<file path="src/rtl/alu_pipe_mc_if.sv">
// Request/response bundle for alu_pipe_mc: valid/ready request channel with op and
// operands, valid/ready result channel with result and status flags.
interface alu_pipe_mc_if #(
  parameter int WIDTH = 32
);
  logic             in_valid;
  logic             in_ready;
  logic [3:0]       op;
  logic [WIDTH-1:0] a;
  logic [WIDTH-1:0] b;
  logic             out_valid;
  logic             out_ready;
  logic [WIDTH-1:0] result;
  logic             zero;
  logic             carry;
  logic             overflow;
  logic             illegal;

  modport master (
    output in_valid, op, a, b, out_ready,
    input  in_ready, out_valid, result, zero, carry, overflow, illegal
  );

  modport slave (
    input  in_valid, op, a, b, out_ready,
    output in_ready, out_valid, result, zero, carry, overflow, illegal
  );
endinterface

</file>
<file path="src/rtl/alu_pipe_mc.sv">
// Registered ALU for the EX stage: AND/OR/ADD/SUB/SLT in one cycle, unsigned MUL as
// a WIDTH-iteration shift-add that holds off new requests until its result is posted.
module alu_pipe_mc #(
  parameter int WIDTH = 32,
  parameter int CNT_W = $clog2(WIDTH) + 1
) (
  input  logic         clk,
  input  logic         rst,
  alu_pipe_mc_if.slave bus
);

  localparam logic [3:0] OP_AND = 4'b0000;
  localparam logic [3:0] OP_OR  = 4'b0001;
  localparam logic [3:0] OP_ADD = 4'b0010;
  localparam logic [3:0] OP_SUB = 4'b0110;
  localparam logic [3:0] OP_SLT = 4'b0111;
  localparam logic [3:0] OP_MUL = 4'b1000;

  typedef enum logic [1:0] {IDLE, MUL, DONE} state_t;

  state_t             state;
  logic [2*WIDTH-1:0] mcand;
  logic [2*WIDTH-1:0] acc;
  logic [WIDTH-1:0]   mplier;
  logic [CNT_W-1:0]   cnt;

  logic               vld_p1;
  logic [WIDTH-1:0]   res_p1;
  logic               zero_p1;
  logic               carry_p1;
  logic               ovf_p1;
  logic               ill_p1;

  logic               in_ready_w;
  logic [WIDTH:0]     sum_add;
  logic [WIDTH:0]     sum_sub;
  logic [WIDTH-1:0]   res_c;
  logic               carry_c;
  logic               ovf_c;
  logic               ill_c;
  logic               ovf_sub;

  // Signed overflow: operands share a sign that the sum does not.
  function automatic logic sgn_ovf(input logic signed [WIDTH-1:0] x,
                                   input logic signed [WIDTH-1:0] y,
                                   input logic signed [WIDTH-1:0] s);
    return ((x < 0) == (y < 0)) && ((s < 0) != (x < 0));
  endfunction

  assign in_ready_w = (state == IDLE) && (!vld_p1 || bus.out_ready);
  assign sum_add    = {1'b0, bus.a} + {1'b0, bus.b};
  assign sum_sub    = {1'b0, bus.a} + {1'b0, ~bus.b} + (WIDTH+1)'(1);
  assign ovf_sub    = sgn_ovf($signed(bus.a), $signed(~bus.b), $signed(sum_sub[WIDTH-1:0]));

  always_comb begin
    res_c   = '0;
    carry_c = 1'b0;
    ovf_c   = 1'b0;
    ill_c   = 1'b0;
    case (bus.op)
      OP_AND: res_c = bus.a & bus.b;
      OP_OR:  res_c = bus.a | bus.b;
      OP_ADD: begin
        res_c   = sum_add[WIDTH-1:0];
        carry_c = sum_add[WIDTH];
        ovf_c   = sgn_ovf($signed(bus.a), $signed(bus.b), $signed(sum_add[WIDTH-1:0]));
      end
      OP_SUB: begin
        res_c   = sum_sub[WIDTH-1:0];
        carry_c = sum_sub[WIDTH];
        ovf_c   = ovf_sub;
      end
      OP_SLT: begin
        res_c   = {{(WIDTH-1){1'b0}}, sum_sub[WIDTH-1] ^ ovf_sub};
        carry_c = sum_sub[WIDTH];
      end
      OP_MUL:  res_c = '0;
      default: ill_c = 1'b1;
    endcase
  end

  // Stage p1: handshake state, multiply iteration and registered result/flags.
  always_ff @(posedge clk) begin
    if (rst) begin
      state    <= IDLE;
      cnt      <= '0;
      vld_p1   <= 1'b0;
      res_p1   <= '0;
      zero_p1  <= 1'b0;
      carry_p1 <= 1'b0;
      ovf_p1   <= 1'b0;
      ill_p1   <= 1'b0;
    end else begin
      case (state)
        IDLE: begin
          if (bus.in_valid && in_ready_w) begin
            if (bus.op == OP_MUL) begin
              state  <= MUL;
              mcand  <= {{WIDTH{1'b0}}, bus.a};
              mplier <= bus.b;
              acc    <= '0;
              cnt    <= CNT_W'(WIDTH);
              vld_p1 <= 1'b0;
            end else begin
              vld_p1   <= 1'b1;
              res_p1   <= res_c;
              zero_p1  <= (res_c == '0);
              carry_p1 <= carry_c;
              ovf_p1   <= ovf_c;
              ill_p1   <= ill_c;
            end
          end else if (vld_p1 && bus.out_ready) begin
            vld_p1 <= 1'b0;
          end
        end
        MUL: begin
          if (mplier[0]) acc <= acc + mcand;
          mcand  <= mcand << 1;
          mplier <= mplier >> 1;
          cnt    <= cnt - CNT_W'(1);
          if (cnt == CNT_W'(1)) state <= DONE;
        end
        DONE: begin
          res_p1   <= acc[WIDTH-1:0];
          zero_p1  <= (acc[WIDTH-1:0] == '0);
          carry_p1 <= 1'b0;
          ovf_p1   <= |acc[2*WIDTH-1:WIDTH];
          ill_p1   <= 1'b0;
          vld_p1   <= 1'b1;
          state    <= IDLE;
        end
        default: state <= IDLE;
      endcase
    end
  end

  assign bus.in_ready  = in_ready_w;
  assign bus.out_valid = vld_p1;
  assign bus.result    = res_p1;
  assign bus.zero      = zero_p1;
  assign bus.carry     = carry_p1;
  assign bus.overflow  = ovf_p1;
  assign bus.illegal   = ill_p1;

endmodule

</file>
<file path="src/flat_wrapper.sv">
// flat-port wrapper written by rule: the top's interface ports become plain ports
module alu_pipe_mc_flat 
#(
  parameter int WIDTH = 32,
  parameter int CNT_W = $clog2(WIDTH) + 1
)
  (clk, rst, bus_in_valid, bus_op, bus_a, bus_b, bus_out_ready, bus_in_ready, bus_out_valid, bus_result, bus_zero, bus_carry, bus_overflow, bus_illegal);
  alu_pipe_mc_if #(.WIDTH(WIDTH)) bus_i ();
  input  logic clk;
  input  logic rst;
  input wire logic [$bits(bus_i.in_valid)-1:0] bus_in_valid;
  input wire logic [$bits(bus_i.op)-1:0] bus_op;
  input wire logic [$bits(bus_i.a)-1:0] bus_a;
  input wire logic [$bits(bus_i.b)-1:0] bus_b;
  input wire logic [$bits(bus_i.out_ready)-1:0] bus_out_ready;
  output wire logic [$bits(bus_i.in_ready)-1:0] bus_in_ready;
  output wire logic [$bits(bus_i.out_valid)-1:0] bus_out_valid;
  output wire logic [$bits(bus_i.result)-1:0] bus_result;
  output wire logic [$bits(bus_i.zero)-1:0] bus_zero;
  output wire logic [$bits(bus_i.carry)-1:0] bus_carry;
  output wire logic [$bits(bus_i.overflow)-1:0] bus_overflow;
  output wire logic [$bits(bus_i.illegal)-1:0] bus_illegal;
  assign bus_i.in_valid = bus_in_valid;
  assign bus_i.op = bus_op;
  assign bus_i.a = bus_a;
  assign bus_i.b = bus_b;
  assign bus_i.out_ready = bus_out_ready;
  assign bus_in_ready = bus_i.in_ready;
  assign bus_out_valid = bus_i.out_valid;
  assign bus_result = bus_i.result;
  assign bus_zero = bus_i.zero;
  assign bus_carry = bus_i.carry;
  assign bus_overflow = bus_i.overflow;
  assign bus_illegal = bus_i.illegal;
  alu_pipe_mc #(.WIDTH(WIDTH), .CNT_W(CNT_W)) u_core (.clk(clk), .rst(rst), .bus(bus_i));
endmodule
</file>
<file path="config.mk">
export PLATFORM = sky130hd
export DESIGN_NAME = alu_pipe_mc_flat
export DESIGN_NICKNAME = d
export VERILOG_FILES = /design/src/rtl/alu_pipe_mc_if.sv /design/src/rtl/alu_pipe_mc.sv /design/src/flat_wrapper.sv
export SDC_FILE = /design/constraint.sdc
export NUM_CORES = 1
export LEC_CHECK = 0
export CAP_MARGIN = 20
export CORE_MARGIN = 2
export CORE_UTILIZATION = 60
export CTS_CLUSTER_DIAMETER = 40
export CTS_CLUSTER_SIZE = 40
export DETAILED_ROUTE_END_ITERATION = 8
export PLACE_DENSITY = 0.81
export SETUP_SLACK_MARGIN = 0.15
export SLEW_MARGIN = 15
export SYNTH_ARGS = -nofsm -noshare
export SYNTH_HDL_FRONTEND = slang
export SYNTH_SLANG_ARGS = --single-unit
</file>
<file path="constraint.sdc">
create_clock -name clk -period 11.7 [get_ports clk]
set_input_delay 2.34 -clock clk [delete_from_list [all_inputs] [get_ports clk]]
set_output_delay 2.34 -clock clk [all_outputs]
set_load 0.005 [all_outputs]
</file>
### Word-level counts from Yosys, hierarchy flattened

Index checks and enable logic that the tools add are counted.

| storage, ports and cells | value |
|---|---|
| register bits | 205 |
| bits in latches | 0 |
| RAM bits | 0 |
| memory bits (read-only) | 0 |
| word-level logic and storage cells | 106 |
| memories kept | 0 |

| cells by class | value |
|---|---|
| add/sub/neg operators | 5 |
| multipliers | 0 |
| div/mod/pow operators | 0 |
| $lt $le $gt $ge | 5 |
| equal/unequal tests | 18 |
| shifts and indexed selects | 0 |
| mux-type cells | 40 |
| bitwise logic cells | 5 |
| reductions and logical operators | 22 |

Operators by type and width:

| cell | number |
|---|---|
| $mux 64 | 5 |
| $pmux 64 s2 | 2 |
| $lt 32x1->1 const B | 5 |
| $pmux 32 s5 | 1 |
| $mux 32 | 4 |
| $pmux 32 s2 | 2 |
| $add 32x32->33 | 2 |
| $add 64x64->64 | 1 |
| $logic_not 32->1 | 2 |
| $add 33x1->33 const B | 1 |
| $and 32x32->32 | 1 |
| $not 32->32 | 1 |
| $or 32x32->32 | 1 |
| $reduce_or 32->1 | 1 |
| $pmux 1 s2 | 7 |
| $mux 1 | 12 |
| $mux 6 | 2 |
| $pmux 6 s2 | 1 |
| $reduce_and 3->1 | 3 |
| $eq 4x3->1 const B | 2 |
| $eq 6x1->1 const B | 1 |
| $mux 2 | 3 |
| $ne 2x2->1 const B | 3 |
| $sub 6x1->6 const B | 1 |
| other kinds (23) | 31 |

### Logic depth before layout (Yosys ltp)

Gate-level depths: netlist (run 1).

| logic depth | value |
|---|---|
| word-level depth | 12 |
| mapped depth | 15 |
| depth with buffers taken out | 15 |

### Worst setup path before layout (run 1)

No wires, ideal clock.

| timing | value |
|---|---|
| kind | input to register |
| from | input port bus_op[1] |
| to | register u_core.mcand[0], enable pin |
| library setup time | 0.551 ns |
| arrival time | 7.418 ns |
| data required time | 11.149 ns |
| path slack | 3.731 ns |
| cell stages on the path | 6 |
| path through | clkbuf_1 > nor4b_1 > and3_1 > clkbuf_1 > nor2_1 > nor2_1 |

| on the way | value |
|---|---|
| cells in the longest elaborated chain, start to end | 3 |

RTL lines:

| element | RTL line | source |
|---|---|---|
| from (decl) | flat_wrapper.sv:12 | `input wire logic [$bits(bus_i.op)-1:0] bus_op;` |
| $eq 4x4->1 | alu_pipe_mc.sv:97 | `if (bus.op == OP_MUL) begin` |
| $ne 2x2->1 (no line) | n/a |  |
| $reduce_and 4->1 (no line) | n/a |  |
| to (signal assigned) | alu_pipe_mc.sv:99 | `mcand <= {{WIDTH{1'b0}}, bus.a};` |
| to (signal assigned) | alu_pipe_mc.sv:118 | `mcand <= mcand << 1;` |
| to (decl) | alu_pipe_mc.sv:22 | `logic [2*WIDTH-1:0] mcand;` |

No other way between the ends.
A chain may end at the register's enable or synchronous reset.

### Worst setup path in the final report (run 1)

| timing | value |
|---|---|
| from | input port bus_out_ready |
| to | output port bus_in_ready |

| on the way | value |
|---|---|
| cells in the longest elaborated chain, start to end | 2 |

RTL lines:

| element | RTL line | source |
|---|---|---|
| from (decl) | flat_wrapper.sv:15 | `input wire logic [$bits(bus_i.out_ready)-1:0] bus_out_ready;` |
| $logic_or 1x1->1 | alu_pipe_mc.sv:50 | `assign in_ready_w = (state == IDLE) && (!vld_p1 \|\| bus.out_ready);` |
| $logic_and 1x1->1 | alu_pipe_mc.sv:50 |  |
| to (decl) | flat_wrapper.sv:16 | `output wire logic [$bits(bus_i.in_ready)-1:0] bus_in_ready;` |

No other way between the ends.

==> results of run 1 <==
-- metal layers --
metal | up-vias | GRT usage [%]
li1 | 7385 | -
met1 | 7543 | 46.7
met2 | 865 | 56.9
met3 | 193 | 6.67
met4 | 4 | 16.8
met5 | - | 0
-- layout by cell type, fill, tap and decap left out, types with 16 or more instances in the layout --
cell type,instances
nor2b_1,18
xor2_1,28
nor2_1,191
a221oi_1,16
a211oi_1,20
buf_4,18
o211ai_1,20
nor3_1,28
dfxtp_1,45
clkbuf_16,37
a31oi_1,23
mux2i_1,33
inv_1,143
nand2b_1,23
a21o_1,53
a22oi_1,30
nand3_1,36
nand4_1,24
and2_1,40
edfxtp_1,160
xnor2_1,41
nand2_1,191
clkdlybuf4s50_1,107
o21ai_0,146
ha_1,170
nor4_1,28
a21oi_1,169
-- worst max-delay path by stage --
| stage | startpoint | to | depth (start not counted) |
|---|---|---|---|
| floorplan | bus_op[1] | u_core.mcand[0]$_SDFFCE_PP0P_ | 6 |
| global placement | bus_b[10] | u_core.bus.zero$_SDFFE_PP0P_ | 14 |
| detailed placement | bus_b[10] | u_core.bus.zero$_SDFFE_PP0P_ | 14 |
| CTS | bus_out_ready | bus_in_ready | 4 |
| global route | bus_b[10] | u_core.bus.zero$_SDFFE_PP0P_ | 14 |
| finish | bus_out_ready | bus_in_ready | 4 |
-- cell type report --
type / count / area (µm²)
clock inverter: 23 / 287
clock buffer: 40 / 967
tap: 378 / 473
sequential: 205 / 5710
multi-input combinational: 1540 / 10300
inverter: 143 / 537
fill: 2204 / 8290
timing repair buffer: 127 / 1220
-- logic make-up (layout without fill, tap and decap cells) --
| family | Yosys count | count (layout) |
|---|---|---|
| compound gates | 616 | 616 |
| mux | 35 | 35 |
| fa+ha+maj | 173 | 173 |
| simple gates | 647 | 647 |
| buf+inv | 241 | 333 |
| xor+xnor | 69 | 69 |
| flops | 205 | 205 |
-- power groups by stage --
| stage | Clock [mW] | Combinational [mW] | Sequential [mW] |
|---|---|---|---|
| 2_1_floorplan | 0 | 0.261 | 0.819 |
| 5_1_grt | 1.13 | 0.438 | 0.809 |
| 6_report | 1.08 | 0.404 | 0.809 |
| 4_1_cts | 1.09 | 0.393 | 0.808 |
| 3_5_place_dp | 0 | 0.390 | 0.823 |
| 3_3_place_gp | 0 | 0.386 | 0.823 |
-- critical path, delay by kind of cell --
kind | cells | cell delay [ns]
AO/OA/AOI/OAI | 1 | 0.46
buffers and inverters | 3 | 1.17
-- metrics by stage --
step / instances / setup slack, ns / utilization (%)
global route: 2456 / 5.26 / 70.2
detailed placement: 2393 / 5.13 / 65.7
finish: 2456 / 5.38 / 70.2
global placement: 2393 / 5.16 / 65.6
CTS: 2456 / 5.45 / 70.2
floorplan: 1986 / 3.73 / -
-- state kept, by name, indices dropped and copies added, names as in the netlist --
signal and flops:
u_core.bus.carry 1, u_core.bus.zero 1, u_core.cnt 6, u_core.acc 64
u_core.mcand 64, u_core.state 2, u_core.mplier 32, u_core.bus.result 32
u_core.bus.overflow 1, u_core.bus.out_valid 1, u_core.bus.illegal 1
==> impl_metrics.yaml, run 1 <==
global_routing:
  grt_pass1_wl_mm: 81.8
  grt_pass1_vias: 15400
  grtUsageTotal_pct: 35.6
  grt_overflow: 0
  grt_antenna_before_repair: 2
  grt_max_degree: 101
setup_path:
  crit_path_max_fanout: 3
  crit_path_end_kind: "output port"
  rr_startpoint: "u_core.acc[1]$_SDFFCE_PN0P_"
  crit_slowest_cell: "clkdlybuf4s50_1"
  path_cells: "clkdlybuf4s50_1, inv_1, a21oi_1, clkdlybuf4s50_1"
  timing.rr.end: "u_core.acc[62]$_SDFFCE_PN0P_"
  crit_required_ns: 9.36
  critPathMostFrequentCell: "clkdlybuf4s50_1"
  startpoint_type: "primary input"
  slowest_delay_ns: 0.62
  worst-setup-path-type: "in -> out"
  reg2regPathDepth: 13
  cp_data_arrival_time_ns: 3.98
  r2r_slack_ns: 7.31
floorplanning:
  die-area_um2: 29500
  ios: 110
  rows: 61
  start_util_pct: 60.8
  die_y_um: 172
  die_x_um: 172
  core-area_um2: 27800
final_layout:
  final_net_count: 2297
  syn2layout_area_growth_pct: 15.3
  num_antenna_cells: 0
  design_area_um2: 19500
  drive_gt1_share_pct: 6.45
status:
  status: "completed"
placement:
  place_area_um2: 18200
  io_buffers: 109
  place.gp.congestion: 1.00
  hpwl_mm: 39.2
worst_hold_path:
  hp-class: "reg -> reg"
  holdPathStages: 2
  hold_start: "u_core.bus.result[28]$_SDFFE_PP0P_"
  whs_endpoint: "u_core.bus.result[28]$_SDFFE_PP0P_"
synth:
  yosys.area_share.adder_pct: 12.9
  ys_types: 84
  ys_top_cells_by_count: "nor2_1, nand2_1, ha_1"
  synth_edf_count: 160
  yosysTopAreaCellShare_pct: 28.4
  synthMuxAreaShare_pct: 2.09
  syn_area_per_cell_um2: 8.51
  ys_ff_latch: 205
  synth_area_leaders: "edfxtp_1, ha_1, dfxtp_1"
  synth_top_family_by_area: "compound AO/OA/AOI/OAI gates"
  ys_warn_count: 0
  yosysMostFrequentCell: "nor2_1"
  ys.flop_type: "edfxtp_1"
  synthArstFlopShare_pct: 0
  synth_xor_xnor_area_share_pct: 3.58
  yosys.area_share.simple_pct: 18.2
  syn-instance-count: 1986
  netlist_area_um2: 16900
  synth-seq-area-share_pct: 33.8
  synth_compound_area_share_pct: 23.9
  synth_nets: 2231
  yosysTopAreaCell: "edfxtp_1"
job:
  drv_cap: 0
pwr:
  switching_power_uw: 680
  comb_power_share_pct: 17.6
  power_mw: 2.29
  p_int_mw: 1.61
  cellLeakagePower_nw: 7.77
  pwr-share-clk_pct: 47.1
  p_per_area_nw_per_um2: 118
  ir_worst_vdd_mv: 0.130
  p_seq_share_pct: 35.3
  switching_share_pct: 29.7
timing:
  final-setup-viol-count: 0
  holdWs_ns: 0.473
  slew_headroom_pct: 36.9
  period_share_pct: 54.0
  clock_skew_ns: 0.0237
  worst_slew_pin_slew_ns: 0.947
  finalCriticalPeriod_ns: 6.32
  rsz0062_at_grt: "false"
  setup_tns_ns: 0
  maxSlewViolCount: 0
  hold_viol: 0
  fmax_mhz: 158
cts:
  cts_resized: 0
  cts_sinks: 205
  ctsRootBufferMaster: "clkbuf_16"
  clk_latency_ns: 0.53
  cts_tree: "yes"
  postCtsSetupBuffers: 0
  hold_buffers: 0
  cts_inserted_buffers: 35
  cts.clk_slew.worst_paths_ns: 0.05
  h-tree-depth: 2
  cts_max_path_buffers: 3
routing:
  met2_length_mm: 23.7
  via_count: 16000
  dr.pass1.iters: 5
  route.detailed.wl_per_inst_um: 21.5
  wl_mm: 52.8
  wl_met1_mm: 21.7
  antenna_left: 0
  vias_per_cell: 6.51
  drc_errors: 0
  wl_met3_mm: 4.55
  drt_iter0_drc: 1836
  highest_layer: "met5"
(Power assumes the default switching activity.)
==> inputs of run 2 (changes only) <==
--- a/config.mk
+++ b/config.mk
@@ -7,11 +7,11 @@
 export LEC_CHECK = 0
 export CAP_MARGIN = 20
 export CORE_MARGIN = 2
-export CORE_UTILIZATION = 60
+export CORE_UTILIZATION = 55
 export CTS_CLUSTER_DIAMETER = 40
 export CTS_CLUSTER_SIZE = 40
 export DETAILED_ROUTE_END_ITERATION = 8
-export PLACE_DENSITY = 0.81
+export PLACE_DENSITY = 0.78
 export SETUP_SLACK_MARGIN = 0.15
 export SLEW_MARGIN = 15
 export SYNTH_ARGS = -nofsm -noshare
==> constraint.sdc (replaced) <==
create_clock -name clk -period 5.15 [get_ports clk]
set_input_delay 1.03 -clock clk [delete_from_list [all_inputs] [get_ports clk]]
set_output_delay 1.03 -clock clk [all_outputs]
set_load 0.005 [all_outputs]
==> impl_metrics.yaml, run 2 (synthesis results as in run 1) <==
floorplanning:
  rows: 64
  die-area_um2: 32200
  start_util_pct: 55.5
  die_x_um: 179
  core-area_um2: 30400
  ios: 110
  die_y_um: 179
routing:
  route.detailed.wl_per_inst_um: 21.9
  wl_mm: 55.2
  antenna_left: 0
  dr.pass1.iters: 6
  via_count: 15800
  drc_errors: 0
  vias_per_cell: 6.29
  drt_iter0_drc: 1518
pwr:
  p_per_area_nw_per_um2: 262
  power_mw: 5.20
  cellLeakagePower_nw: 7.97
  ir_worst_vdd_mv: 0.254
setup_path:
  path_cells: "clkdlybuf4s50_1, inv_1, ha_1, nand2_1, o21ai_0, nand2b_1, o31ai_1, a31oi_1, nand3_1, a21o_1, a211oi_1, or3_1, a21oi_1, o41ai_1"
  cp_num_buf_inv: 2
  slowest_delay_ns: 0.72
  cp_top_family: "compound AO/OA/AOI/OAI gates"
  crit_path_end_kind: "register"
  crit_path_max_fanout: 12
  crit_slowest_cell: "o21ai_0"
  cp_data_arrival_time_ns: 5.09
  crit_required_ns: 5.60
  worst-setup-path-type: "in -> reg"
  startpoint_type: "primary input"
job:
  drv_cap: 0
cts:
  h-tree-depth: 2
  cts_sinks: 205
  ctsRootBufferMaster: "clkbuf_16"
  cts_inserted_buffers: 35
  clk_latency_ns: 0.55
  postCtsSetupBuffers: 0
  cts_resized: 0
  cts_max_path_buffers: 3
  cts.clk_slew.worst_paths_ns: 0.06
  hold_buffers: 0
  cts_tree: "yes"
timing:
  worst_slew_pin_slew_ns: 0.903
  fmax_mhz: 215
  final-setup-viol-count: 0
  period_share_pct: 90.2
  clock_skew_ns: 0.0235
  finalCriticalPeriod_ns: 4.64
  rsz0062_at_grt: "false"
  slew_headroom_pct: 39.2
  setup_tns_ns: 0
  maxSlewViolCount: 0
  fin_ws_ns: 0.506
  hold_viol: 0
global_routing:
  grt_max_degree: 159
  grt_antenna_before_repair: 0
  grt_pass1_wl_mm: 84.5
  grt_pass1_vias: 15200
  grtUsageTotal_pct: 34.1
  grt_overflow: 0
placement:
  place.gp.congestion: 1.00
  io_buffers: 109
  post-place-ws_ns: 0.0768
  hpwl_mm: 41.8
final_layout:
  num_antenna_cells: 0
  final_net_count: 2339
  fin_util_pct: 65.1
  drive_gt1_share_pct: 8.11
  fill_cells: 2607
  layout_common_cells: "nand2_1, nor2_1, ha_1"
  syn2layout_area_growth_pct: 17.2
  top_regs: "u_core.acc x64, u_core.mcand x64"
worst_hold_path:
  hp-class: "reg -> reg"
status:
  status: "completed"
## run 2: final timing paths
| check | startpoint | to | slack (ns) | cells past startpoint |
|---|---|---|---|---|
| worst max-delay path | bus_a[23] | u_core.bus.overflow$_SDFFE_PP0P_ | 0.51 | 14 |
| worst min-delay path | u_core.bus.result[28]$_SDFFE_PP0P_ | u_core.bus.result[28]$_SDFFE_PP0P_ | 0.48 | 2 |
| worst max register to register | u_core.acc[1]$_SDFFCE_PN0P_ | u_core.acc[62]$_SDFFCE_PN0P_ | 0.86 | 13 |
| worst min register to register | u_core.bus.result[28]$_SDFFE_PP0P_ | u_core.bus.result[28]$_SDFFE_PP0P_ | 0.48 | 2 |
## run 2: final cells by class
| cell class | count | area, µm² | area share [%] |
|---|---|---|---|
| multi-input combinational | 1540 | 10300 | 52.0 |
| clock inverter | 19 | 176 | 0.890 |
| tap | 396 | 495 | 2.50 |
| inverter | 143 | 537 | 2.71 |
| clock buffer | 44 | 1010 | 5.12 |
| timing repair buffer | 169 | 1580 | 7.98 |
| sequential | 205 | 5710 | 28.8 |
## run 2: metrics by stage
step           instance area [µm²]  hold WS [ns]  std cells
2_1_floorplan                16900         0.448       1986
3_3_place_gp                 18600         0.460       2453
3_5_place_dp                 18600         0.452       2453
4_1_cts                      19800         0.479       2516
5_1_grt                      19800         0.510       2516
6_report                     19800         0.483       2516
## run 2: routing by layer
layer / part of all wire (%) / wire length, µm / global-route usage [%] / vias to the layer above
li1: - / - / - / 7458
met1: 43 / 23600 / 45.7 / 7583
met2: 46 / 25400 / 55.4 / 663
met3: 8.2 / 4520 / 6.62 / 110
met4: 3.0 / 1660 / 11.0 / 0
met5: 0 / 0 / 0 / -
## run 2: where the power goes
group	leakage (nW)	internal (mW)	total (mW)	switching, mW
sequential	1.84	1.81	1.84	0.0297
combinational	5.53	0.387	0.970	0.583
clock	0.591	1.47	2.39	0.915
total	7.97	3.67	5.20	1.53
## run 2: worst reg2reg max path: stages, from the launching register on
cell and delay [ns]:
edfxtp_1 0.55, inv_1 0.12, fa_1 0.45, nand2b_1 0.20, a21oi_1 0.23, o2111ai_1 0.27, o211ai_1 0.39, a211oi_2 0.20
a211oi_1 0.41, nor2_1 0.16, o311ai_2 0.54, a21oi_1 0.22, o21ai_1 0.19, mux2i_1 0.21
==> inputs of run 3 (changes only) <==
--- a/config.mk
+++ b/config.mk
@@ -7,11 +7,12 @@
 export LEC_CHECK = 0
 export CAP_MARGIN = 20
 export CORE_MARGIN = 2
-export CORE_UTILIZATION = 55
+export CORE_UTILIZATION = 56
+export CTS_BUF_LIST = sky130_fd_sc_hd__clkbuf_4 sky130_fd_sc_hd__clkbuf_8
 export CTS_CLUSTER_DIAMETER = 40
 export CTS_CLUSTER_SIZE = 40
 export DETAILED_ROUTE_END_ITERATION = 8
-export PLACE_DENSITY = 0.78
+export PLACE_DENSITY = 0.79
 export SETUP_SLACK_MARGIN = 0.15
 export SLEW_MARGIN = 15
 export SYNTH_ARGS = -nofsm -noshare
==> impl_metrics.yaml, run 3 (synthesis results as in run 1) <==
pwr:
  p_per_area_nw_per_um2: 235
  power_mw: 4.56
  ir_worst_vdd_mv: 0.192
  cellLeakagePower_nw: 7.78
placement:
  place.gp.congestion: 1.01
  io_buffers: 109
  hpwl_mm: 40.6
  post-place-cells: 2443
  post-place-ws_ns: 0.0819
global_routing:
  grt_pass1_vias: 15200
  grt_antenna_before_repair: 0
  grt_max_degree: 137
  grt_pass1_wl_mm: 82.2
  grt_overflow: 0
  grtUsageTotal_pct: 33.4
floorplanning:
  start_util_pct: 56.9
  die-area_um2: 31600
  ios: 110
  core-area_um2: 29700
  die_x_um: 178
  rows: 63
  die_y_um: 178
cts:
  cts.clk_slew.worst_paths_ns: 0.06
  cts_tree: "yes"
  cts_sinks: 205
  cts_resized: 0
  clk_latency_ns: 0.58
  cts_max_path_buffers: 3
  h-tree-depth: 2
  postCtsSetupBuffers: 0
  hold_buffers: 0
  cts_inserted_buffers: 37
  ctsRootBufferMaster: "clkbuf_8"
timing:
  period_share_pct: 88.3
  fmax_mhz: 220
  worst_slew_pin_slew_ns: 0.834
  holdWs_ns: 0.500
  setup_tns_ns: 0
  maxSlewViolCount: 0
  fin_ws_ns: 0.601
  rsz0062_at_grt: "false"
  final-setup-viol-count: 0
  clock_skew_ns: 0.0290
  slew_headroom_pct: 43.9
  hold_viol: 0
  finalCriticalPeriod_ns: 4.55
setup_path:
  reg2regPathDepth: 13
  timing.rr.end: "u_core.acc[62]$_SDFFCE_PN0P_"
  crit_required_ns: 5.63
  r2r_slack_ns: 0.79
  cp_data_arrival_time_ns: 5.03
  startpoint_type: "primary input"
  worst-setup-path-type: "in -> reg"
  crit_path_end_kind: "register"
  rr_startpoint: "u_core.acc[1]$_SDFFCE_PN0P_"
  crit_path_max_fanout: 4
final_layout:
  layout.cells.most_common: "nor2_1"
  fill_cells: 2466
  syn2layout_area_growth_pct: 14.7
  num_antenna_cells: 0
  instances_no_fill: 2511
  regArea_um2: 5710
  drive_gt1_share_pct: 8.25
  final_net_count: 2337
  multi_input_area_um2: 10300
  top_regs: "u_core.acc x64, u_core.mcand x64"
  layout_common_cells: "nor2_1, nand2_1, ha_1"
job:
  drv_cap: 0
routing:
  vias_per_cell: 6.28
  route.detailed.wl_per_inst_um: 21.1
  drt_iter0_drc: 1478
  via_count: 15800
  drc_errors: 0
  antenna_left: 0
  wl_mm: 53.0
  dr.pass1.iters: 6
worst_hold_path:
  hold_start: "u_core.bus.result[28]$_SDFFE_PP0P_"
  holdPathStages: 2
  hp-class: "reg -> reg"
  whs_endpoint: "u_core.bus.result[28]$_SDFFE_PP0P_"
status:
  status: "completed"
## run 3: cell count changes in the layout (fill, tap and decap cells not counted), moves of 3 or more
cell       before  now
inv_8           0    3
buf_12          4    1
clkbuf_16      39    0
clkbuf_1        3    0
clkbuf_8        2   38
clkbuf_4        0    3
## run 3: final cells by class
type	count	area share, %
Multi-Input combinational cell	1540	53.1
Sequential cell	205	29.4
Timing Repair Buffer	165	7.81
Clock buffer	41	2.81
Inverter	143	2.77
Tap cell	390	2.52
Clock inverter	27	1.51
## run 3: metrics by stage
step / util, % / area, µm²
finish: 65.2 / 19400
global route: 65.2 / 19400
CTS: 65.2 / 19400
detailed placement: 62.4 / 18500
global placement: 62.4 / 18500
floorplan: - / 16900
## run 3: worst max-delay path, cell delays in order
cell             delay, ns
clkdlybuf4s50_1       0.59
inv_1                 0.14
ha_1                  0.33
nor2_1                0.08
o311ai_2              0.53
a211oi_2              0.23
o41ai_2               0.53
xnor2_1               0.13
nand2_1               0.12
nand4bb_1             0.10
or4_1                 0.48
nor4_1                0.32
nand4b_1              0.16
o41ai_2               0.27
## run 3: worst max path at each step
| stage | from | endpoint | slack (ns) | cells past startpoint |
|---|---|---|---|---|
| finish | bus_a[1] | u_core.bus.zero$_SDFFE_PP0P_ | 0.60 | 14 |
| global route | bus_b[10] | u_core.bus.zero$_SDFFE_PP0P_ | 0.37 | 15 |
| CTS | bus_a[7] | u_core.bus.zero$_SDFFE_PP0P_ | 0.65 | 15 |
| detailed placement | bus_b[10] | u_core.bus.zero$_SDFFE_PP0P_ | 0.08 | 15 |
| global placement | bus_a[1] | u_core.bus.zero$_SDFFE_PP0P_ | 0.05 | 14 |
| floorplan | bus_op[1] | u_core.acc[0]$_SDFFCE_PN0P_ | 0.98 | 6 |
## run 3: per-layer routing
layer,global-route usage (%),share of wire (%),vias to the layer above
li1,-,-,7454
met1,44.6,43,7477
met2,53.2,45,691
met3,6.26,8.3,154
met4,13.3,4.2,0
met5,0,0,-
## run 3: report_power, final
part	switching (mW)	internal [mW]	total, mW
Combinational	0.577	0.382	0.959
Clock	0.842	0.922	1.76
Sequential	0.0276	1.81	1.83
Total	1.45	3.11	4.56
